$ cat src/rtl/inv_mix_columns_iter.sv
`default_nettype none
// ============================================================================
// Module   : inv_mix_columns_iter
// Brief    : Iterative AES InvMixColumns engine. Takes a 128-bit state over
//            valid/ready, multiplies each column by {0e,0b,0d,09} over
//            GF(2^8), COLS_PER_CYCLE columns per clock. Rounds at or above
//            NUM_ROUNDS pass the state through unchanged.
// Revision : 1.0 - initial release
// ============================================================================
module inv_mix_columns_iter #(
  parameter int COLS_PER_CYCLE = 1,
  parameter int NUM_ROUNDS     = 10
) (
  input  logic         clk,
  input  logic         rst_n,
  input  logic         in_valid,
  output logic         in_ready,
  input  logic [127:0] in_text,
  input  logic [3:0]   in_round,
  output logic         out_valid,
  input  logic         out_ready,
  output logic [127:0] out_text,
  output logic         busy
);

  // Only 1, 2 and 4 divide the four columns evenly.
  if (COLS_PER_CYCLE != 1 && COLS_PER_CYCLE != 2 && COLS_PER_CYCLE != 4) begin : g_bad_cols
    $error("inv_mix_columns_iter: COLS_PER_CYCLE must be 1, 2 or 4");
  end

  localparam logic [1:0]  S_IDLE = 2'd0;
  localparam logic [1:0]  S_BUSY = 2'd1;
  localparam logic [1:0]  S_DONE = 2'd2;

  // Step of 4 truncates to 0 in two bits, which is harmless: with four
  // columns per cycle the first group is also the last one.
  localparam logic [1:0]  c_STEP       = 2'(COLS_PER_CYCLE);
  localparam logic [1:0]  c_LAST_GROUP = 2'(4 - COLS_PER_CYCLE);
  localparam logic [31:0] c_NUM_ROUNDS = 32'(NUM_ROUNDS);

  logic [1:0]   state_q,   state_d;
  logic [127:0] data_q,    data_d;
  logic [1:0]   col_idx_q, col_idx_d;

  logic         w_bypass;

  // Multiply by x in GF(2^8) modulo the AES polynomial.
  function automatic logic [7:0] xtime(input logic [7:0] b);
    return {b[6:0], 1'b0} ^ (b[7] ? 8'h1b : 8'h00);
  endfunction

  // One column through the inverse MDS matrix; row 0 is the top byte.
  function automatic logic [31:0] inv_mix_col(input logic [31:0] col);
    logic [7:0] a   [4];
    logic [7:0] x2  [4];
    logic [7:0] x4  [4];
    logic [7:0] x8  [4];
    logic [7:0] m9  [4];
    logic [7:0] m11 [4];
    logic [7:0] m13 [4];
    logic [7:0] m14 [4];
    for (int i = 0; i < 4; i++) begin
      a[i]   = col[31-8*i -: 8];
      x2[i]  = xtime(a[i]);
      x4[i]  = xtime(x2[i]);
      x8[i]  = xtime(x4[i]);
      m9[i]  = x8[i] ^ a[i];
      m11[i] = x8[i] ^ x2[i] ^ a[i];
      m13[i] = x8[i] ^ x4[i] ^ a[i];
      m14[i] = x8[i] ^ x4[i] ^ x2[i];
    end
    return {m14[0] ^ m11[1] ^ m13[2] ^ m9[3],
            m9[0]  ^ m14[1] ^ m11[2] ^ m13[3],
            m13[0] ^ m9[1]  ^ m14[2] ^ m11[3],
            m11[0] ^ m13[1] ^ m9[2]  ^ m14[3]};
  endfunction

  assign w_bypass = {28'd0, in_round} >= c_NUM_ROUNDS;

  // Next-state logic: accept, transform the current column group in place, hand off.
  always_comb begin
    logic [1:0] idx;
    logic [6:0] base;
    state_d   = state_q;
    data_d    = data_q;
    col_idx_d = col_idx_q;
    idx       = 2'd0;
    base      = 7'd0;
    case (state_q)
      S_IDLE: begin
        if (in_valid) begin
          data_d    = in_text;
          col_idx_d = 2'd0;
          state_d   = w_bypass ? S_DONE : S_BUSY;
        end
      end
      S_BUSY: begin
        for (int g = 0; g < COLS_PER_CYCLE; g++) begin
          idx  = col_idx_q + 2'(g);
          // Column 0 sits in the top word, so its LSB offset is (3-idx)*32.
          base = {~idx, 5'b0};
          data_d[base +: 32] = inv_mix_col(data_q[base +: 32]);
        end
        if (col_idx_q == c_LAST_GROUP) begin
          col_idx_d = 2'd0;
          state_d   = S_DONE;
        end else begin
          col_idx_d = col_idx_q + c_STEP;
        end
      end
      S_DONE: begin
        if (out_ready) begin
          state_d = S_IDLE;
        end
      end
      default: begin
        state_d   = S_IDLE;
        col_idx_d = 2'd0;
      end
    endcase
  end

  // State registers; reset discards any state in flight.
  always_ff @(posedge clk) begin
    if (!rst_n) begin
      state_q   <= S_IDLE;
      data_q    <= '0;
      col_idx_q <= 2'd0;
    end else begin
      state_q   <= state_d;
      data_q    <= data_d;
      col_idx_q <= col_idx_d;
    end
  end

  assign in_ready  = (state_q == S_IDLE);
  assign busy      = (state_q == S_BUSY);
  assign out_valid = (state_q == S_DONE);
  assign out_text  = data_q;

endmodule
`default_nettype wire
$ cat config.mk
export PLATFORM = sky130hd
export DESIGN_NAME = inv_mix_columns_iter
export DESIGN_NICKNAME = d
export VERILOG_FILES = /design/src/rtl/inv_mix_columns_iter.sv
export SDC_FILE = /design/constraint.sdc
export NUM_CORES = 1
export LEC_CHECK = 0
export CAP_MARGIN = 20
export CORE_ASPECT_RATIO = 1.25
export CORE_MARGIN = 3
export CORE_UTILIZATION = 36
export DETAILED_ROUTE_END_ITERATION = 8
export HOLD_SLACK_MARGIN = 0.12
export PLACE_DENSITY = 0.66
export SETUP_SLACK_MARGIN = 0.1
export SLEW_MARGIN = 20
export SYNTH_ARGS = -nofsm -noshare
export SYNTH_HDL_FRONTEND = slang
export SYNTH_SLANG_ARGS = --single-unit
export TNS_END_PERCENT = 5
$ cat constraint.sdc
create_clock -name clk -period 3.3 [get_ports clk]
set_input_delay 0.33 -clock clk [delete_from_list [all_inputs] [get_ports clk]]
set_output_delay 0.33 -clock clk [all_outputs]
set_load 0.02 [all_outputs]
**After elaboration in Yosys (flattened, before gate mapping)**

Index checks and enable logic that the tools add are counted.
Widths: inputs -> output; s select.

- Reduce and logical (&&, ||, !) cells: 5
- Add/sub/neg operators: 2
- Shift-type cells: 3
- Bitwise operators: 50
- Magnitude comparators: 1
- Equality and inequality tests: 6
- Muxes and demuxes: 23

Operator list:

| cell | number |
|---|---|
| $xor 8x8->8 | 36 |
| $pmux 128 s2 | 1 |
| $bwmux 128 | 1 |
| $mux 128 | 1 |
| $shift 32x9->128 const A | 1 |
| $shiftx 128x8->32 | 1 |
| $shiftx 32x9->128 | 1 |
| $xor 8x5->8 | 12 |
| $mux 5 | 12 |
| $mux 2 | 6 |
| $pmux 2 s3 | 2 |
| $neg 7->9 | 1 |
| $eq 2x2->1 const B | 2 |
| $ge 4x4->1 const B | 1 |
| $ne 2x1->1 const B | 2 |
| $reduce_and 2->1 | 2 |
| $reduce_and 3->1 | 1 |
| $add 2x1->2 const B | 1 |
| $eq 2x1->1 const B | 1 |
| $logic_not 2->1 | 1 |
| $ne 2x2->1 const B | 1 |
| $not 2->2 | 1 |
| $reduce_bool 2->1 | 1 |
| $not 1->1 | 1 |

- Bits in registers: 132
- Word-level logic and storage cells: 93
- Bits of input ports: 136
- Output and inout bits: 131

**Longest topological paths before layout**

Gate-level depths: netlist of run 1.

- Word-level depth: 16
- Mapped depth: 14
- Gate-level depth less buffers: 9

**Worst setup path after synthesis of run 1**

Ideal clock, no wire load.

- Path type: reg2reg
- Start point: register col_idx_q[0]
- End point: register data_q[20], in the netlist out_text[20]
- Clock period less this slack: 3.104 ns
- Buffers on the path: 2
- Data arrival time: 2.981 ns
- Path slack: 0.196 ns
- Stages on the path, launching flop included: 10
- Setup time: 0.123 ns
- Required time: 3.177 ns
- Cells stage by stage: dfxtp_1 -> buf_6 -> buf_12 -> mux4_2 -> xnor2_2 -> xnor3_2 -> xnor3_2 -> xor2_2 -> a221oi_1 -> nor2b_1

- Word-level cells in the longest chain between the ends: 14
- Elaborated cells on any way between the ends: 67
- Classes of those cells: add/sub (1); shift (3); mux (14); bitwise (49)

RTL lines:

| what | RTL line | source |
|---|---|---|
| from (decl) | 43 | `logic [1:0] col_idx_q, col_idx_d;` |
| from (signal assigned) | 132 | `col_idx_q <= col_idx_d;` |
| $not 2->2 (*) | 101 | `base = {~idx, 5'b0};` |
| $shiftx 128x8->32 | 102 | `data_d[base +: 32] = inv_mix_col(data_q[base +: 32]);` |
| $xor 8x5->8 or $mux 5 (tied branches) (2 in series) | 49 | `return {b[6:0], 1'b0} ^ (b[7] ? 8'h1b : 8'h00);` |
| $mux 5 or $xor 8x5->8 (tied branches) | 49 |  |
| $xor 8x5->8 | 49 |  |
| $xor 8x8->8 (on tied branches) (2 in series) | 68, 69, 70 |  |
| $xor 8x8->8 (on tied branches) (3 in series) | - |  |
| $shiftx 32x9->128 | 102 |  |
| $bwmux 128 (*) | 102 |  |
| $pmux 128 s2 (*) | 89 | `case (state_q)` |
| to (signal assigned) | 131 | `data_q <= data_d;` |
| to (decl) | 42 | `logic [127:0] data_q, data_d;` |

Mark *: on every way between the ends. The rest lies on a longest branch, timed or not.
A chain may end at the register's enable or synchronous reset.

**Final worst setup path of run 1**

- Start point: register col_idx_q[0]
- End point: register data_q[29], in the netlist out_text[29]

Same word-level chain as after synthesis.

==> results of run 1 <==
[final cells by class]
cell class / instances / area, um^2
antenna: 1 / 2.502
clock buffer: 19 / 432.9
clock inverter: 13 / 111.4
fill: 2183 / 10970
inverter: 5 / 18.77
multi-input combinational: 679 / 5911
sequential: 132 / 2648
tap: 325 / 406.6
timing repair buffer: 358 / 3461
[logic make-up after synthesis]
group                    share of synthesized area
XOR/XNOR                                    0.2692
flip-flops                                  0.2976
multiplexers                               0.08286
adder cells (fa/ha/maj)                   0.005637
AND/OR/NAND/NOR                            0.09724
AO/OA/AOI/OAI                               0.1974
buffers and inverters                      0.05003
[layer usage]
layer,up-vias,wire [um],global-route usage
li1,3888,-,-
met1,4252,14480,0.3362
met2,491,18010,0.4481
met3,107,3245,0.05991
met4,2,1763,0.1276
met5,-,18,0
[synth_stat cells, drive strengths merged]
cell | instances | area [um^2]
nor3b | 16 | 120.1
o21a | 1 | 7.510
o21ai | 101 | 505.5
nand2b | 1 | 6.260
or3 | 1 | 6.260
xnor3 | 34 | 775.7
xor3 | 4 | 95.09
mux4 | 32 | 735.7
nor2b | 9 | 56.30
clkbuf | 65 | 244.0
and3 | 11 | 68.82
a21oi | 53 | 265.3
ha | 4 | 50.05
o22ai | 8 | 50.05
a221oi | 92 | 830.8
a2bb2oi | 8 | 70.07
nand2 | 32 | 120.1
xor2 | 32 | 310.3
xnor2 | 114 | 1209
nand3 | 6 | 30.03
and2 | 5 | 31.28
dfxtp | 132 | 2643
nor2 | 110 | 412.9
o32ai | 1 | 8.760
buf | 21 | 181.4
a22oi | 1 | 7.510
a21boi | 1 | 7.510
nor3 | 1 | 5.000
nand4 | 1 | 6.260
inv | 5 | 18.76
[metrics by stage]
stage               utilization  std cells  worst slack (ps)
finish                   0.5421       1532             53.06
global route             0.5420       1531            -6.604
CTS                      0.5386       1525             65.32
detailed placement       0.5149       1493            -52.97
global placement         0.5149       1493           -0.6095
floorplan                     -        902             196.1
[what timing repair did]
| action | 4_1_cts | 5_1_grt |
|---|---|---|
| gates resized for setup | 4 | 5 |
| pin swaps | 2 | 3 |
| buffers inserted | 0 | 6 |
| endpoints found under the setup margin | 69 | 84 |
[critical path: stages, from the launching register on]
cell and delay, ps:
dfxtp_4 460, buf_12 170, mux4_2 660, buf_4 200, xor2_2 220, xor2_1 370, xnor3_1 400, xnor2_1 400
a221oi_1 150, nor2_1 140
[power breakdown]
group	internal [mW]	total [mW]	switching [mW]
clock network	1.03	1.81	0.775
registers	1.81	2.00	0.192
logic	4.90	10.3	5.36
[registers in the layout (all words and copies together) (netlist names)]
signal	cells
col_idx_q	2
out_text	128
state_q	2
[worst max path at each step]
| stage | to | startpoint | slack, ps | depth (start not counted) |
|---|---|---|---|---|
| after floorplan | out_text[20] | col_idx_q[0] | 200 | 9 |
| after global placement | out_text[124] | col_idx_q[0] | -0.6 | 8 |
| after detailed placement | out_text[104] | col_idx_q[0] | -50 | 9 |
| after CTS | out_text[20] | col_idx_q[0] | 70 | 8 |
| after global routing | out_text[93] | col_idx_q[0] | -7 | 9 |
| final | out_text[29] | col_idx_q[0] | 50 | 9 |
==> flow_summary.json, run 1 <==
{
  "cp_max_fo": 8,
  "viasPerCell": 5.705,
  "rows": 63,
  "cts.clk_slew.worst_paths_ps": 60,
  "hold_viol": 0,
  "tritoncts": "yes",
  "wl_per_cell_um": 24.48,
  "worstReg2RegEnd": "out_text[29]",
  "grt_pass1_wl_um": 54890,
  "slew_headroom": 0.2399,
  "critPathLaunchType": "flip-flop",
  "postPlaceCellArea_um2": 12340,
  "timing.hold.ws_ps": 499.1,
  "syn_nets": 1042,
  "grtUsageTotal": 0.2709,
  "skew_ps": 9.889,
  "nNetsFinal": 1333,
  "drv_slew": 0,
  "die-area_um2": 26600,
  "place_hpwl_um": 26670,
  "insertion_delay_ps": 430,
  "r2r_slack_ps": 50,
  "min_path_type": "in2reg",
  "antenna_found_initial": 1,
  "synth_area_um2": 8879,
  "tns_ps": 0,
  "yosysUniqueCellTypes": 41,
  "clk_path_buf_depth": 2,
  "route.detailed.drc": 0,
  "hp-start": "rst_n",
  "drive_gt1_frac": 0.1725,
  "grt_setup_unrepaired": "true",
  "ctsHoldBuffers": 0,
  "port_buffers": 265,
  "yosys_warnings": 0,
  "final_common_cell": "clkdlybuf4s50_1",
  "die_y_um": 181.6,
  "first_pass_iters": 5,
  "status": "finished clean",
  "grt_pass1_vias": 8830,
  "fin_crit_ps": 3247,
  "grt_max_degree": 96,
  "p_leak_nw": 5.037,
  "post-route-cell-area_um2": 12990,
  "powerDensity_nw_per_um2": 1083,
  "r2r-start": "col_idx_q[0]",
  "drtIter0Drc": 697,
  "wirelength_um": 37510,
  "criticalPathCategory": "reg2reg",
  "setup_viol": 0,
  "power_mw": 14.07,
  "place.gp.congestion": 0.9315,
  "crit_required_ps": 3670,
  "ir_drop_mv": 0.6795,
  "vias": 8740,
  "hold_depth": 3,
  "start_util": 0.3705,
  "cp.arrival_ps": 3610,
  "cts_buffers": 17,
  "synth_seq_cells": 132,
  "final_cell_mix": "clkdlybuf4s50_1, dfxtp_1, nor2_1",
  "whs_endpoint": "out_text[16]",
  "ys_seq_area_frac": 0.2976,
  "area_growth_pct": 46.32,
  "synthCells": 902,
  "ant_nets": 0,
  "clock-sinks": 132,
  "core_um2": 23960,
  "tightest_slew_ps": 1140,
  "grt_overflow": 0,
  "die_x_um": 146.5,
  "max_freq_mhz": 308.0,
  "io-pin-count": 267,
  "critPathCaptureType": "flip-flop",
  "period_share": 0.9839,
  "worst_r2r_path_depth": 9,
  "maxCapViolCount": 0,
  "synth.avg_cell_area_um2": 9.843,
  "root_buffer": "clkbuf_16",
  "h-tree-depth": 4
}
(Power assumes the default switching activity.)
==> run 2: changes to the inputs <==
CELL_PAD_IN_SITES_DETAIL_PLACEMENT = 1   (was default)
CELL_PAD_IN_SITES_GLOBAL_PLACEMENT = 1   (was default)
CORE_UTILIZATION = 33   (was 36)
PLACE_DENSITY = default   (was 0.66)
PLACE_DENSITY_LB_ADDON = 0.1   (was default)
==> run 2 against run 1 <==
First-iteration DRC count shrank 28%; combinational power is essentially flat; flip-flop and latch count is the same; largest power group unchanged.
==> flow_summary.json, run 2 (synthesis results as in run 1) <==
{
  "status": "finished clean",
  "cp_max_fo": 17,
  "slew_headroom": 0.3406,
  "place.gp.congestion": 0.8963,
  "tritoncts": "yes",
  "die-area_um2": 28920,
  "skew_ps": 11.93,
  "maxCapViolCount": 0,
  "path_common_cell": "xnor2_1",
  "clock-sinks": 132,
  "hold_viol": 0,
  "cts.clk_slew.worst_paths_ps": 70,
  "wl_per_cell_um": 25.19,
  "crit_required_ps": 3650,
  "place_hpwl_um": 27980,
  "criticalPathCategory": "reg2reg",
  "setup_ws_ps": 69.15,
  "seq_area_um2": 2645,
  "ir_drop_mv": 0.7414,
  "antenna_found_initial": 1,
  "tns_ps": 0,
  "powerDensity_nw_per_um2": 1092,
  "power_mw": 14.27,
  "insertion_delay_ps": 440,
  "dp.cells": 1491,
  "area_growth_pct": 47.27,
  "nNetsFinal": 1322,
  "critPathCaptureType": "flip-flop",
  "grt_setup_unrepaired": "true",
  "grtUsageTotal": 0.2601,
  "io-pin-count": 267,
  "max_stage_delay_ps": 620,
  "rows": 66,
  "drv_slew": 0,
  "vias": 8611,
  "start_util": 0.3381,
  "p_leak_nw": 5.048,
  "setup_viol": 0,
  "tightest_slew_ps": 986.7,
  "diodes": 0,
  "min_path_type": "in2reg",
  "first_pass_iters": 4,
  "die_y_um": 189.4,
  "fin_crit_ps": 3231,
  "final_core_util": 0.4979,
  "path_buf_inv": 3,
  "multi_input_area_um2": 6031,
  "largest_register_ffs": 128,
  "critPathLaunchType": "flip-flop",
  "drive_gt1_frac": 0.1799,
  "ant_nets": 0,
  "crit_chain": "buf_12 > buf_4 > mux4_2 > buf_4 > xnor2_2 > xnor2_1 > xnor2_1 > xnor2_1 > a221oi_1 > nor3b_1",
  "wirelength_um": 38660,
  "fill_cells": 2892,
  "grt_overflow": 0,
  "grt_pass1_vias": 9217,
  "post-route-cell-area_um2": 13080,
  "root_buffer": "clkbuf_16",
  "grt_max_degree": 66,
  "dp_slack_ps": -31.56,
  "route.detailed.drc": 0,
  "period_share": 0.9790,
  "timing.hold.ws_ps": 472.8,
  "max_freq_mhz": 309.5,
  "final_common_cell": "clkdlybuf4s50_1",
  "port_buffers": 265,
  "stdcell_count": 1535,
  "h-tree-depth": 4,
  "final_cell_mix": "clkdlybuf4s50_1, dfxtp_1, nor2_1",
  "postPlaceCellArea_um2": 12170,
  "grt_pass1_wl_um": 57820,
  "die_x_um": 152.7,
  "cp.arrival_ps": 3590,
  "core_um2": 26260,
  "clk_path_buf_depth": 2,
  "cpMaxStageDelayCell": "mux4_2",
  "drtIter0Drc": 499,
  "cts_buffers": 17,
  "viasPerCell": 5.610,
  "cpLargestDelayFamily": "XOR/XNOR gates"
}
==> run 2: cell count changes in the layout (fill, tap and decap cells not counted), sizes merged <==
| cell | before | now |
|---|---|---|
| buf | 94 | 83 |
| bufinv | 1 | 3 |
| clkinv | 7 | 3 |
| clkinvlp | 4 | 3 |
| diode | 1 | 0 |
| inv | 6 | 9 |
==> run 2: final cells by class <==
class / count / area share
clock buffer: 19 / 0.03311
sequential: 132 / 0.2023
inverter: 5 / 0.001435
tap: 340 / 0.03254
multi-input combinational: 679 / 0.4612
timing repair buffer: 347 / 0.2561
clock inverter: 13 / 0.01330
==> run 2: metal layers <==
| metal | wire, um | vias up | global-route usage |
|---|---|---|---|
| met2 | 19680 | 351 | 0.4591 |
| met4 | 519 | 2 | 0.06342 |
| li1 | - | 3863 | - |
| met3 | 2225 | 37 | 0.04641 |
| met1 | 16220 | 4358 | 0.3305 |
| met5 | 13 | - | 0 |
==> run 2: tightest hold or removal path: cells and delay by family <==
family,cells,cell delay [ps]
buffers and inverters,1,300
AO/OA/AOI/OAI,2,210
==> run 2: report_power, final <==
group	switching [mW]	total, mW	internal (mW)	leakage (nW)
registers	0.184	1.99	1.81	1.09
logic	5.47	10.3	4.79	3.67
clock network	0.821	2.02	1.20	0.285
total	6.47	14.3	7.80	5.05
==> run 2: repair_timing <==
action / CTS / global route
buffers inserted: 3 / 9
endpoints found under the hold margin: 0 / 0
gates resized for setup: 3 / 28
pin swaps: 0 / 9
gates cloned: 0 / 0
setup endpoints to repair: 49 / 107
hold buffers: 0 / 0
==> run 2: final timing paths <==
path                                    start            end  slack [ps]  cells after the start
worst max-delay path             col_idx_q[0]   out_text[31]          70                     10
worst min-delay path                    rst_n   out_text[55]         470                      3
worst max register to register   col_idx_q[0]   out_text[31]          70                     10
worst min register to register  out_text[104]  out_text[104]         520                      2
==> run 3: changes to the inputs <==
SKIP_CTS_REPAIR_TIMING = 1   (was default)
==> run 3 against run 2 <==
Hold slack got worse by 15 ps; sequential share of layout area fell by 0.077 points; setup slack improved by 46 ps; register-to-register slack improved by 50 ps; largest cell class unchanged; largest power group unchanged.
==> flow_summary.json, run 3 (synthesis results as in run 1) <==
{
  "fin_crit_ps": 3184,
  "cp.arrival_ps": 3540,
  "power_mw": 14.30,
  "maxCapViolCount": 0,
  "grt.met1_usage": 0.3307,
  "p_comb_frac": 0.719,
  "post-route-cell-area_um2": 13130,
  "skew_ps": 12.03,
  "ant_nets": 0,
  "max_stage_delay_ps": 630,
  "tightest_slew_ps": 950.0,
  "p_sw_frac": 0.4499,
  "insertion_delay_ps": 440,
  "min_path_type": "in2reg",
  "final_common_cell": "clkdlybuf4s50_1",
  "crit_required_ps": 3650,
  "seq_area_um2": 2645,
  "cts.clk_slew.worst_paths_ps": 70,
  "drtIter0Drc": 473,
  "setup_viol": 0,
  "drv_slew": 0,
  "period_share": 0.9650,
  "p_leak_nw": 5.074,
  "grtUsageTotal": 0.2597,
  "criticalPathCategory": "reg2reg",
  "tritoncts": "yes",
  "wl_per_cell_um": 25.05,
  "power_frac_seq": 0.139,
  "route.detailed.drc": 0,
  "cp_max_fo": 17,
  "critPathCaptureType": "flip-flop",
  "cpMaxStageDelayCell": "mux4_2",
  "slew_headroom": 0.3651,
  "use_met2": 0.4583,
  "grt_setup_unrepaired": "true",
  "antenna_found_initial": 1,
  "hold_viol": 0,
  "h-tree-depth": 4,
  "nNetsFinal": 1326,
  "first_pass_iters": 5,
  "core_um2": 26260,
  "die_x_um": 152.7,
  "drive_gt1_frac": 0.1852,
  "intPower_mw": 7.864,
  "place.gp.congestion": 0.8963,
  "cts_buffers": 17,
  "ir_drop_mv": 0.6842,
  "gr-usage-met3": 0.04618,
  "viasPerCell": 5.564,
  "grt_overflow": 0,
  "grt_pass1_wl_um": 57690,
  "clk_path_buf_depth": 2,
  "postPlaceCellArea_um2": 12170,
  "clockPowerShare": 0.142,
  "powerDensity_nw_per_um2": 1089,
  "clock-sinks": 132,
  "vias": 8563,
  "start_util": 0.3381,
  "busiest_layer": "met2",
  "die_y_um": 189.4,
  "diodes": 0,
  "fill_cells": 2890,
  "largest_register_ffs": 128,
  "die-area_um2": 28920,
  "rows": 66,
  "crit_chain": "buf_12 > buf_4 > mux4_2 > buf_4 > xnor2_2 > xnor2_1 > xnor2_1 > xnor2_1 > a221oi_1 > nor3b_1",
  "io-pin-count": 267,
  "path_common_cell": "xnor2_1",
  "final_cell_mix": "clkdlybuf4s50_1, dfxtp_1, nor2_1",
  "port_buffers": 265,
  "grt_max_degree": 66,
  "root_buffer": "clkbuf_16",
  "area_growth_pct": 47.83,
  "place_hpwl_um": 27980,
  "grt_pass1_vias": 9189,
  "critPathLaunchType": "flip-flop",
  "max_freq_mhz": 314.0,
  "status": "finished clean",
  "multi_input_area_um2": 6060,
  "wirelength_um": 38560,
  "switching_power_mw": 6.432
}
## run 3: through the flow
stage                     setup TNS [ps]    util  instances  hold slack [ps]  setup WS [ps]
after detailed placement          -74.59  0.4633       1491            509.8         -31.56
after global placement                 0  0.4633       1491            501.0          26.78
after CTS                         -302.9  0.4864       1523            464.3         -53.60
after global routing                   0  0.4998       1539            511.4          13.04
after floorplan                        0       -        902            481.2          196.1
final                                  0  0.4998       1539            457.5          115.5
## run 3: layout make-up
type / instances / area share
flip-flops and latches: 132 / 0.2015
clock inverters: 13 / 0.01325
multi-input cells: 679 / 0.4617
inverters: 5 / 0.001430
well taps: 340 / 0.03241
repair buffers: 351 / 0.2567
clock buffers: 19 / 0.03298
## run 3: worst max-delay path, delay by kind of cell, from the launching register on
family | cells | cell delay [ps]
xor gates and xnor gates | 4 | 1120
muxes | 1 | 630
buffers and inverters | 3 | 600
DFF | 1 | 370
and+or+nand+nor | 1 | 230
AOI/OAI and AO/OA | 1 | 150
## run 3: layer usage
| layer | wire, um | up-vias | share of wire |
|---|---|---|---|
| li1 | - | 3872 | - |
| met1 | 16230 | 4320 | 0.42 |
| met2 | 19540 | 332 | 0.51 |
| met3 | 2228 | 37 | 0.058 |
| met4 | 539 | 2 | 0.014 |
| met5 | 13 | - | 0.00034 |
## run 3: power groups by stage
stage | registers [mW] | clock network, mW | logic [mW]
finish | 1.99 | 2.03 | 10.3
global route | 2.02 | 2.12 | 10.8
CTS | 1.99 | 2.06 | 9.78
detailed placement | 2.02 | 0 | 9.70
global placement | 2.02 | 0 | 9.62
floorplan | 2.21 | 0 | 5.97
## run 3: worst paths after layout
path	from	endpoint	slack, ps	cells after the start
hold reg to reg	out_text[104]	out_text[104]	520	2
setup reg to reg	col_idx_q[0]	out_text[31]	120	10
setup / recovery	col_idx_q[0]	out_text[31]	120	10
hold / removal	rst_n	out_text[55]	460	3
